### config.mk
export PLATFORM = sky130hd
export DESIGN_NAME = kairo_busarb
export DESIGN_NICKNAME = d
export VERILOG_FILES = /design/src/rtl/kairo_bus_pkg.sv /design/src/rtl/kairo_rr_pick.sv /design/src/rtl/kairo_busarb.sv
export SDC_FILE = /design/constraint.sdc
export NUM_CORES = 1
export LEC_CHECK = 0
export CAP_MARGIN = 20
export CORE_AREA = 2 2 108 110
export CTS_BUF_LIST = sky130_fd_sc_hd__clkbuf_8 sky130_fd_sc_hd__clkbuf_16
export CTS_CLUSTER_SIZE = 12
export DETAILED_ROUTE_END_ITERATION = 8
export DIE_AREA = 0 0 110 112
export PLACE_DENSITY = 0.64
export SLEW_MARGIN = 40
export SYNTH_ARGS = -nofsm -noshare
export SYNTH_HDL_FRONTEND = slang
export SYNTH_SLANG_ARGS = --single-unit
### constraint.sdc
create_clock -name CLK -period 2.7 [get_ports CLK]
set_input_delay 0.54 -clock CLK [delete_from_list [all_inputs] [get_ports CLK]]
set_output_delay 0.54 -clock CLK [all_outputs]
set_load 0.01 [all_outputs]
### src/rtl/kairo_bus_pkg.sv
// Shared definitions for kairo VALID/READY bus blocks.
package kairo_bus_pkg;

  localparam int BUS_AW = 32;
  localparam int BUS_DW = 32;
  localparam int BUS_SW = 4;

  typedef enum logic {
    IDLE = 1'b0,
    BUSY = 1'b1
  } busarb_state_t;

endpackage

### src/rtl/kairo_rr_pick.sv
// Combinational masked priority finder: rotating start in round-robin mode,
// lowest index first in fixed mode.
module kairo_rr_pick #(
  parameter int N  = 2,
  parameter int GW = 1
) (
  input  logic [N-1:0]  req_i,
  input  logic [GW-1:0] start_i,
  input  logic          rr_i,
  output logic [GW-1:0] idx_o,
  output logic          hit_o
);

  int            pos;
  logic [GW-1:0] sel;

  // Scan from the farthest candidate back to the nearest so the nearest hit wins.
  always_comb begin
    idx_o = '0;
    hit_o = 1'b0;
    pos   = 0;
    sel   = '0;
    for (int i = N - 1; i >= 0; i--) begin
      pos = rr_i ? (int'(start_i) + i) % N : i;
      sel = GW'(pos);
      if (req_i[sel]) begin
        idx_o = sel;
        hit_o = 1'b1;
      end
    end
  end

endmodule

### src/rtl/kairo_busarb.sv
// N-master to 1-slave VALID/READY arbiter with registered grant,
// round-robin or fixed priority, and per-transaction timeout.
module kairo_busarb
  import kairo_bus_pkg::*;
#(
  parameter int N_MASTERS = 2,
  parameter int RR_MODE   = 1,
  parameter int TIMEOUT   = 255
) (
  input  logic                          RST_N,
  input  logic                          CLK,
  input  logic [N_MASTERS-1:0]          S_VALID,
  output logic [N_MASTERS-1:0]          S_READY,
  input  logic [BUS_SW*N_MASTERS-1:0]   S_WSTB,
  input  logic [BUS_AW*N_MASTERS-1:0]   S_ADDR,
  input  logic [BUS_DW*N_MASTERS-1:0]   S_WDATA,
  output logic [BUS_DW-1:0]             S_RDATA,
  output logic [N_MASTERS-1:0]          S_EXCEPT,
  output logic                          M_VALID,
  input  logic                          M_READY,
  output logic [BUS_SW-1:0]             M_WSTB,
  output logic [BUS_AW-1:0]             M_ADDR,
  output logic [BUS_DW-1:0]             M_WDATA,
  input  logic [BUS_DW-1:0]             M_RDATA,
  input  logic                          M_EXCEPT
);

  localparam int          GW      = $clog2(N_MASTERS);
  localparam logic [15:0] TO_LAST = 16'(TIMEOUT - 1);

  busarb_state_t  state_q;
  logic [GW-1:0]  grant_q, rr_ptr_q, rr_ptr_d;
  logic [15:0]    tcnt_q;
  logic [GW-1:0]  win;
  logic           any_req;
  logic           busy, done, tmo, finish;

  logic [BUS_AW-1:0] addr_a  [N_MASTERS];
  logic [BUS_SW-1:0] wstb_a  [N_MASTERS];
  logic [BUS_DW-1:0] wdata_a [N_MASTERS];

  for (genvar i = 0; i < N_MASTERS; i++) begin : g_unpack
    assign addr_a[i]  = S_ADDR[BUS_AW*i +: BUS_AW];
    assign wstb_a[i]  = S_WSTB[BUS_SW*i +: BUS_SW];
    assign wdata_a[i] = S_WDATA[BUS_DW*i +: BUS_DW];
  end

  kairo_rr_pick #(.N(N_MASTERS), .GW(GW)) u_pick (
    .req_i   (S_VALID),
    .start_i (rr_ptr_q),
    .rr_i    (RR_MODE != 0),
    .idx_o   (win),
    .hit_o   (any_req)
  );

  assign busy     = (state_q == BUSY);
  assign done     = busy && M_READY;
  // Slave completion takes precedence over a timeout in the same cycle.
  assign tmo      = busy && !M_READY && (TIMEOUT != 0) && (tcnt_q == TO_LAST);
  assign finish   = done || tmo;
  assign rr_ptr_d = (grant_q == GW'(N_MASTERS - 1)) ? '0 : grant_q + GW'(1);

  // Request mux to the slave and same-cycle response steering to the granted master.
  always_comb begin
    M_VALID  = busy;
    M_ADDR   = '0;
    M_WSTB   = '0;
    M_WDATA  = '0;
    S_READY  = '0;
    S_EXCEPT = '0;
    S_RDATA  = '0;
    if (busy) begin
      M_ADDR  = addr_a[grant_q];
      M_WSTB  = wstb_a[grant_q];
      M_WDATA = wdata_a[grant_q];
    end
    if (finish) begin
      S_READY[grant_q]  = 1'b1;
      S_EXCEPT[grant_q] = done ? M_EXCEPT : 1'b1;
      S_RDATA           = done ? M_RDATA : '0;
    end
  end

  // Arbitration FSM: grant in IDLE, hold until slave READY or timeout.
  always_ff @(posedge CLK or negedge RST_N) begin
    if (!RST_N) begin
      state_q  <= IDLE;
      grant_q  <= '0;
      rr_ptr_q <= '0;
      tcnt_q   <= '0;
    end else begin
      case (state_q)
        IDLE: begin
          if (any_req) begin
            grant_q <= win;
            tcnt_q  <= '0;
            state_q <= BUSY;
          end
        end
        BUSY: begin
          if (finish) begin
            state_q <= IDLE;
            if (RR_MODE != 0) rr_ptr_q <= rr_ptr_d;
          end else if (tcnt_q != 16'hFFFF) begin
            tcnt_q <= tcnt_q + 16'd1;
          end
        end
        default: state_q <= IDLE;
      endcase
    end
  end

endmodule

# == After elaboration in Yosys (flattened, before gate mapping) ==
# Index checks and enable logic that the tools add are counted.
# word_totals
reg_bits,19
inputBits,174
output_inout_bits,105
wordCells,64
# classes
addsub,3
order_cmp,5
eq_ne,5
n_mux,35
n_bitwise,3
reduce_logical,9
# ops
cell,count
$mux W32,10
$mux W16,3
$pmux W16 S2,1
$add A16 B1 Y16 const B,1
$eq A16 B8 Y1 const B,1
$mux W4,4
$ne A16 B16 Y1 const B,1
$mux W1,13
$lt A1 B2 Y1 const B,3
$logic_and A1 B1 Y1,4
$mux W2,2
$ne A2 B2 Y1 const B,2
$reduce_and A2 Y1,2
$reduce_and A3 Y1,1
$add A1 B1 Y1 const B,2
$and A2 B2 Y2,1
$ge A2 B2 Y1 const B,1
$ne A2 B1 Y1 const B,1
$not A1 Y2,1
$pmux W1 S2,1
$demux W1 S1,1
$ge A1 B1 Y1 const B,1
$logic_not A1 Y1,1
$logic_or A1 B1 Y1,1
$not A1 Y1,1

# == Depth between registers and ports, before layout ==
# Gate-level depths: netlist (run 1).
# depth
word_depth,7
depth_mapped,8
ltp_nobuf,8

# == Cells and area by module ==
# From an unflattened synthesis (run 1), not the netlist that was laid out.
# unflattened
cells_unflattened,308
area_unflattened_um2,2591.2
# by_module_without_submodules
module,instances,cells_each,area_each_um2
kairo_busarb,1,305,2573.7
kairo_rr_pick,1,3,17.5

# == Least setup slack after synthesis (run 1) ==
# Ideal clock, no wire load.
# synth_path
kind,register to output
startpoint,register state_q (netlist: M_VALID)
endpoint,output port M_ADDR[10]
t_arrival_ns,1.440
setup_slack_ns,0.720
stages_incl_launch_ff,6
cell_sequence,dfrtp_1 buf_2 inv_1 clkbuf_1 clkbuf_1 nor2_1
# synth_between
elab_chain_len,1
# synth_rtl
element,line_no,text
from (decl),kairo_busarb.sv:31,busarb_state_t state_q;
from (signal assigned),kairo_busarb.sv:87,state_q <= IDLE;
from (signal assigned),kairo_busarb.sv:97,state_q <= BUSY;
from (signal assigned),kairo_busarb.sv:102,state_q <= IDLE;
$mux W32,kairo_busarb.sv:72,if (busy) begin
to (decl),kairo_busarb.sv:22,"output logic [BUS_AW-1:0] M_ADDR,"
# No other way between the ends.

# == Worst setup path in the final report (run 1) ==
# layout_path
startpoint,register tcnt_q[0]
endpoint,output port S_READY[1]
# layout_between
elab_chain_len,4
# layout_rtl
element,line_no,text
from (decl),kairo_busarb.sv:33,logic [15:0] tcnt_q;
from (signal assigned),kairo_busarb.sv:105,tcnt_q <= tcnt_q + 16'd1;
$eq A16 B8 Y1,kairo_busarb.sv:59,assign tmo = busy && !M_READY && (TIMEOUT != 0) && (tcnt_q == TO_LAST);
$logic_and A1 B1 Y1,kairo_busarb.sv:59,
$logic_or A1 B1 Y1,kairo_busarb.sv:60,assign finish = done || tmo;
$mux W2,kairo_busarb.sv:77,if (finish) begin
to (decl),kairo_busarb.sv:13,"output logic [N_MASTERS-1:0] S_READY,"
# No other way between the ends.

==> results of run 1 <==
metrics by stage:
| step | setup slack (ns) | total power [µW] | hold WS (ns) |
|---|---|---|---|
| global route | -0.004232 | 2423 | 0.5453 |
| detailed placement | 0.06523 | 1954 | 0.5152 |
| global placement | 0.04732 | 1944 | 0.5076 |
| finish | 0.06292 | 2286 | 0.5254 |
| floorplan | 0.7202 | 1071 | 0.2444 |
| CTS | 0.02344 | 2300 | 0.5239 |
layout make-up:
cell class	count	area (µm²)
fill	1082	5570
timing repair buffer	299	2975
multi-input combinational	269	1862
sequential	19	479.2
tap	143	178.9
clock buffer	3	75.07
inverter	5	21.27
antenna	3	7.507
clock inverter	1	5.005
kinds of logic after synthesis:
kind of cell / count (synthesis) / synth area share [%]
AND/OR/NAND/NOR: 156 / 33.28
AO/OA/AOI/OAI: 43 / 13.36
adder cells (fa/ha/maj): 2 / 1.024
flip-flops: 19 / 19.46
multiplexers: 68 / 27.85
buffers and inverters: 31 / 5.018
final timing paths:
path                            from    endpoint  slack, ns  cells after the start
max                        tcnt_q[0]  S_READY[1]       0.06                      6
min                         rr_ptr_q    rr_ptr_q       0.53                      1
max reg2reg                tcnt_q[0]  tcnt_q[10]       0.59                      9
min reg2reg                 rr_ptr_q    rr_ptr_q       0.53                      1
max in group asynchronous      RST_N     grant_q       1.85                      2
min in group asynchronous      RST_N   tcnt_q[3]       0.62                      2
synth_stat cells, drive strengths merged, types with 4 or more instances:
cell | n | area, µm²
mux2i | 68 | 680.7
o41ai | 4 | 42.55
nor2 | 73 | 274.0
o21ai | 7 | 35.03
a21oi | 6 | 30.03
o31ai | 13 | 97.59
nand3 | 8 | 52.55
nand2 | 17 | 63.81
clkbuf | 21 | 78.83
dfrtp | 19 | 475.5
and3 | 35 | 224.0
buf | 5 | 22.52
inv | 5 | 21.27
and2 | 4 | 26.28
nand4 | 4 | 52.55
per-layer routing:
metal  vias up  GRT usage, %  part of all wire [%]
li1       1715             -                     -
met1      1580         21.33                    36
met2       179         37.75                    52
met3        22         4.450                   8.8
met4         0         7.595                   2.9
met5         -             0                     0
registers in the layout (all words and copies together) (netlist names):
| name | count |
|---|---|
| M_VALID | 1 |
| grant_q | 1 |
| rr_ptr_q | 1 |
| tcnt_q | 16 |
power breakdown:
part           leakage, µW  internal (µW)  total (µW)  switching, µW
clock            0.0000409            199         319            120
combinational      0.00217            907        1560            652
sequential        0.000253            331         408           76.4
timing repair:
item,in CTS,in global routing
resized for setup,4,1
endpoints found under the setup margin,4,2
buffers inserted,2,3
pin swaps,1,2
worst max-delay path: cells and delay by family, from the launching register on:
family | cells | cell delay (ns)
DFF | 1 | 0.37
AOI/OAI and AO/OA | 1 | 0.21
buffers and inverters | 2 | 0.61
adders and majority gates | 1 | 0.17
and+or+nand+nor | 2 | 0.47
==> summary.md, run 1 <==
| Metric | Value |
|---|---|
| Fin. max-slew vios | `0` |
| Dpl hpwl | `10.75 mm` |
| Routed Antenna Nets | `0` |
| Dominant synthesized flop cell | `dfrtp_1` |
| Initial DRC count | `110` |
| Worst path slowest cell | `clkdlybuf4s50_1` |
| Largest net degree at the start of global routing | `39` |
| Vias in the first global route | `between 3000 and 4000` |
| Period utilization | `between 90 and 100%` |
| CTS tree | `done` |
| Status | `finished clean` |
| # DRC | `0` |
| Share of cells above drive strength 1 | `7.383%` |
| Layout Utilization | `approximately half` |
| Ports | `279` |
| Gr usage total | `between 20% and 30%` |
| Detailed Route WL | `about 13 mm` |
| Setup TNS | `0 ns` |
| Worst EP required | `roughly 2.2 ns` |
| Clk root buf | `clkbuf_16` |
| Cell count after synthesis | `~320` |
| Starting Density | `21.87%` |
| I/O Buffers | `278` |
| Most frequent cells in the layout | `clkdlybuf4s50_1, nor2_1, mux2i_1, and3_1` |
| Worst-skew pair later-pin latency | `0.26 ns` |
| Post-Place Cells | `730` |
| Setup violators final | `0` |
| Worst path max stage delay | `0.55 ns` |
| Num CTS Buffers | `3` |
| Post-synthesis sequential area ratio | `between 10% and 20%` |
| Relative slew margins | `77.40%` |
| Dpl cell area | `0.005465 mm²` |
| Most common cell after layout, fill and taps aside | `clkdlybuf4s50_1` |
| Routed len/inst | `roughly 18 µm` |
| Full die area | `approximately 0.012 mm²` |
| Max cap viols | `0` |
| Post-route cell area | `approximately 0.0056 mm²` |
| Core Area | `between 0.01 and 0.015 mm²` |
| Final Hold Fails | `0` |
| First-pass GRT wire length | `between 15 and 20 mm` |
| Final min period | `2.637 ns` |
| Hold Crit Class | `flip-flop to flip-flop` |
| Yosys warning total | `0` |
| Clock Skews | `approximately 0.0037 ns` |
| GPL Wtd Cong | `~0.89` |
| Syn_nets | `495` |
| Die width | `between 100 and 150 µm` |
| Fin nets | `slightly below 800` |
| Fmax | `379.2 MHz` |
| Tightest Pin Transition | `approximately 0.33 ns` |
| Hold-fix buffers, CTS | `0` |
| Synth cell types | `between 40 and 50` |
| Worst VDD drop | `around 0.25 mV` |
| Area grow syn2layout | `129.3%` |
| Worst-path cell chain | `inv_1 -> ha_1 -> nor4b_2 -> nand4_2 -> a21oi_1 -> clkdlybuf4s50_1` |
| Initial antenna violation count | `2` |
| TritonCTS sink count | `19` |
| DRT Pass-1 Iters | `4` |
| Ys async rst share | `100.0%` |
| Clk buf depth | `2` |
| GRT overflow | `0` |
| WS Path Type | `flip-flop to output pin` |
| Critical path peak fanout | `5` |
| Fin cells | `approximately 740` |
| Power per cell area | `a little over 400 mW/mm²` |
| CP endpoint kind | `output pin` |
| Crit path DAT | `2.10 ns` |
| # rows | `39` |
| Die height | `about 110 µm` |
| #FFs+latches synth | `19` |
| Mean Syn Cell Area | `about 7.7 µm²` |
| Vias post-DR | `roughly 3500` |
| Post-synth EDFFs | `0` |
| Lkg Pwr | `0.002461 µW` |
| Crit path launch type | `flip-flop` |
| Via count normalized by instance count | `roughly 4.7` |
| Synth Cell Area | `0.002444 mm²` |
| Clock slew at reported path FFs | `~0.060 ns` |
| H-tree levels | `1` |
No activity file was read; power rests on OpenSTA's default activity.
==> inputs of run 2 (changes only) <==
--- a/config.mk
+++ b/config.mk
@@ -6,12 +6,13 @@
 export NUM_CORES = 1
 export LEC_CHECK = 0
 export CAP_MARGIN = 20
-export CORE_AREA = 2 2 108 110
+export CORE_AREA = 2 2 109 111
 export CTS_BUF_LIST = sky130_fd_sc_hd__clkbuf_8 sky130_fd_sc_hd__clkbuf_16
 export CTS_CLUSTER_SIZE = 12
 export DETAILED_ROUTE_END_ITERATION = 8
-export DIE_AREA = 0 0 110 112
-export PLACE_DENSITY = 0.64
+export DIE_AREA = 0 0 111 113
+export PLACE_DENSITY = 0.63
+export RECOVER_POWER = 100
 export SLEW_MARGIN = 40
 export SYNTH_ARGS = -nofsm -noshare
 export SYNTH_HDL_FRONTEND = slang
==> constraint.sdc (replaced) <==
create_clock -name CLK -period 3 [get_ports CLK]
set_input_delay 0.6 -clock CLK [delete_from_list [all_inputs] [get_ports CLK]]
set_output_delay 0.6 -clock CLK [all_outputs]
set_load 0.01 [all_outputs]
==> run 2 against run 1 <==
  * Critical path depth decreased by 2
  * Flip-flop and latch count unchanged
  * Count of clock-buffer cells in the layout unchanged
  * Hold slack improved by 0.0016 ns
  * Sequential share of layout area increased by 0.15 points
==> summary.md, run 2 (same netlist as run 1, synthesis figures left out) <==
| Metric | Value |
|---|---|
| Status | `finished clean` |
| Met2 routed WL | `6.429 mm (-5.8%)` |
| H-tree levels | `1 (unchanged)` |
| Area grow syn2layout | `124.3%` |
| Most common cell after layout, fill and taps aside | `clkdlybuf4s50_1` |
| DRT Pass-1 Iters | `4 (unchanged)` |
| Fin. max-slew vios | `0 (unchanged)` |
| Die height | `113 µm (+0.89%)` |
| Initial DRC count | `99 (-10%)` |
| Critical path peak fanout | `18 (+13)` |
| Area of the multi-input gates | `0.001829 mm² (-1.7%)` |
| Worst reg-to-reg setup slack | `0.26 ns (-0.33 ns)` |
| CP endpoint kind | `output pin` |
| Ports | `279 (unchanged)` |
| TritonCTS sink count | `19 (unchanged)` |
| Power per cell area | `353.2 mW/mm² (-13%)` |
| Share of cells above drive strength 1 | `5.753% (-1.6 points)` |
| Setup TNS | `0 ns (unchanged)` |
| RSZ-0062 raised after global routing | `false` |
| Full die area | `0.01254 mm² (+1.8%)` |
| Clk buf depth | `2 (unchanged)` |
| Final min period | `between 2 and 3 ns` |
| Detailed Route WL | `12.39 mm (-4.8%)` |
| Hold-fix buffers, CTS | `0 (unchanged)` |
| Crit path launch type | `flip-flop` |
| I/O Buffers | `278 (unchanged)` |
| Routed len/inst | `16.85 µm (-3.9%)` |
| DR WL met3 | `1.130 mm (-1.9%)` |
| Via count normalized by instance count | `4.759 (+1.0%)` |
| Final Hold Fails | `0 (unchanged)` |
| Fmax | `~350 MHz` |
| Routed Antenna Nets | `0 (unchanged)` |
| Clock slew at reported path FFs | `0.06 ns (about the same)` |
| Die width | `111 µm (+0.91%)` |
| WS Path Type | `flip-flop to output pin` |
| Starting Density | `21.68% (-0.19 points)` |
| FF+latch area | `476.7 µm² (-0.52%)` |
| Met1 Wirelength | `4.448 mm (-4.7%)` |
| # DRC | `0 (unchanged)` |
| Period utilization | `between 90% and 100%` |
| Worst EP required | `2.40 ns (+0.24 ns)` |
| Layout Utilization | `48.63% (-1.5 points)` |
| Vias in the first global route | `3428 (-5.5%)` |
| Largest Register | `tcnt_q` |
| GRT overflow | `0 (unchanged)` |
| Tightest Pin Transition | `1.112 ns (+0.7775 ns)` |
| Worst VDD drop | `0.1853 mV (-27%)` |
| # rows | `39 (unchanged)` |
| Setup violators final | `0 (unchanged)` |
| Relative slew margins | `25.86% (-52 points)` |
| Gr usage total | `18.32% (-1.8 points)` |
| Max FFs per register | `16 (unchanged)` |
| Fin nets | `768 (-0.65%)` |
| Hold Crit Class | `input pin to asynchronous set/reset pin` |
| Crit path DAT | `2.29 ns (+0.19 ns)` |
| Clock Skews | `0.001259 ns (-0.002484 ns)` |
| Worst-skew pair later-pin latency | `0.26 ns (about the same)` |
| Largest net degree at the start of global routing | `46 (+18%)` |
| Setup crit start | `grant_q` |
| First-pass GRT wire length | `18.27 mm (-4.5%)` |
| Lkg Pwr | `0.002562 µW (+4.1%)` |
| Initial antenna violation count | `1 (-1)` |
| GPL Wtd Cong | `0.8453 (-5.0%)` |
| Final hold slack | `0.5270 ns (+0.001612 ns)` |
| Most frequent cells in the layout | `clkdlybuf4s50_1, dlygate4sd3_1, nor2_1, mux2i_1, and3_1` |
| Num CTS Buffers | `3 (unchanged)` |
| Top sig layer | `met4` |
| Fillers | `1094 (+1.1%)` |
| Core Area | `0.01127 mm² (+0.87%)` |
| Dpl hpwl | `10.25 mm (-4.7%)` |
| Worst r2r src | `tcnt_q[0]` |
| Vias post-DR | `3498 (+0.057%)` |
| Max cap viols | `0 (unchanged)` |
| Clk root buf | `clkbuf_16` |
| CTS tree | `done` |
run 2: cell count changes in the layout (fill, tap and decap cells not counted), sizes merged:
cell | before | now
dlygate4sd3 | 0 | 88
clkdlybuf4s50 | 276 | 189
buf | 21 | 10
clkbuf | 3 | 10
diode | 3 | 1
dlygate4sd2 | 2 | 0
clkinvlp | 0 | 1
inv | 5 | 4
run 2: worst paths after layout:
path	end	cells after the start
max in group asynchronous	grant_q	1
max	S_READY[1]	4
max reg2reg	tcnt_q[9]	10
min	tcnt_q[2]	1
min reg2reg	rr_ptr_q	1
min in group CLK	rr_ptr_q	1
run 2: stage by stage:
stage | cell area, µm² | power (µW) | setup slack, ns | cells
global placement | 5425 | 1727 | 0.1285 | 728
floorplan | 2444 | 963.9 | 0.9602 | 319
detailed placement | 5420 | 1736 | 0.1915 | 728
CTS | 5508 | 2032 | 0.04749 | 733
finish | 5482 | 1936 | 0.1139 | 735
global route | 5482 | 2051 | 0.03706 | 735
run 2: layer usage:
metal	up-vias	track usage, %
li1	1700	-
met1	1589	18.81
met5	-	0
met2	187	34.64
met4	0	8.000
met3	22	5.303
run 2: where the power goes:
| part | switching (µW) | leakage [µW] | internal [µW] |
|---|---|---|---|
| Sequential | 80.9 | 0.000253 | 296 |
| Clock | 106 | 0.0000409 | 179 |
| Combinational | 549 | 0.00227 | 725 |
run 2: layout make-up:
type | count | area share [%]
repair buffers | 294 | 52.80
clock inverters | 1 | 0.09130
clock buffers | 3 | 1.370
diodes | 1 | 0.04565
multi-input cells | 269 | 33.37
inverters | 5 | 0.3652
well taps | 143 | 3.264
flip-flops and latches | 19 | 8.697
run 2: what timing repair did:
| item | in CTS | in global routing |
|---|---|---|
| resized for setup | 0 | 1 |
| pin swaps | 1 | 1 |
| endpoints found under the setup margin | 1 | 2 |
| buffers inserted | 1 | 1 |
run 2: worst max-delay path: stages (launching register included):
cell and delay, ns:
dfrtp_2 0.74, clkbuf_2 0.39, inv_1 0.10, a21oi_1 0.17, dlygate4sd3_1 0.63
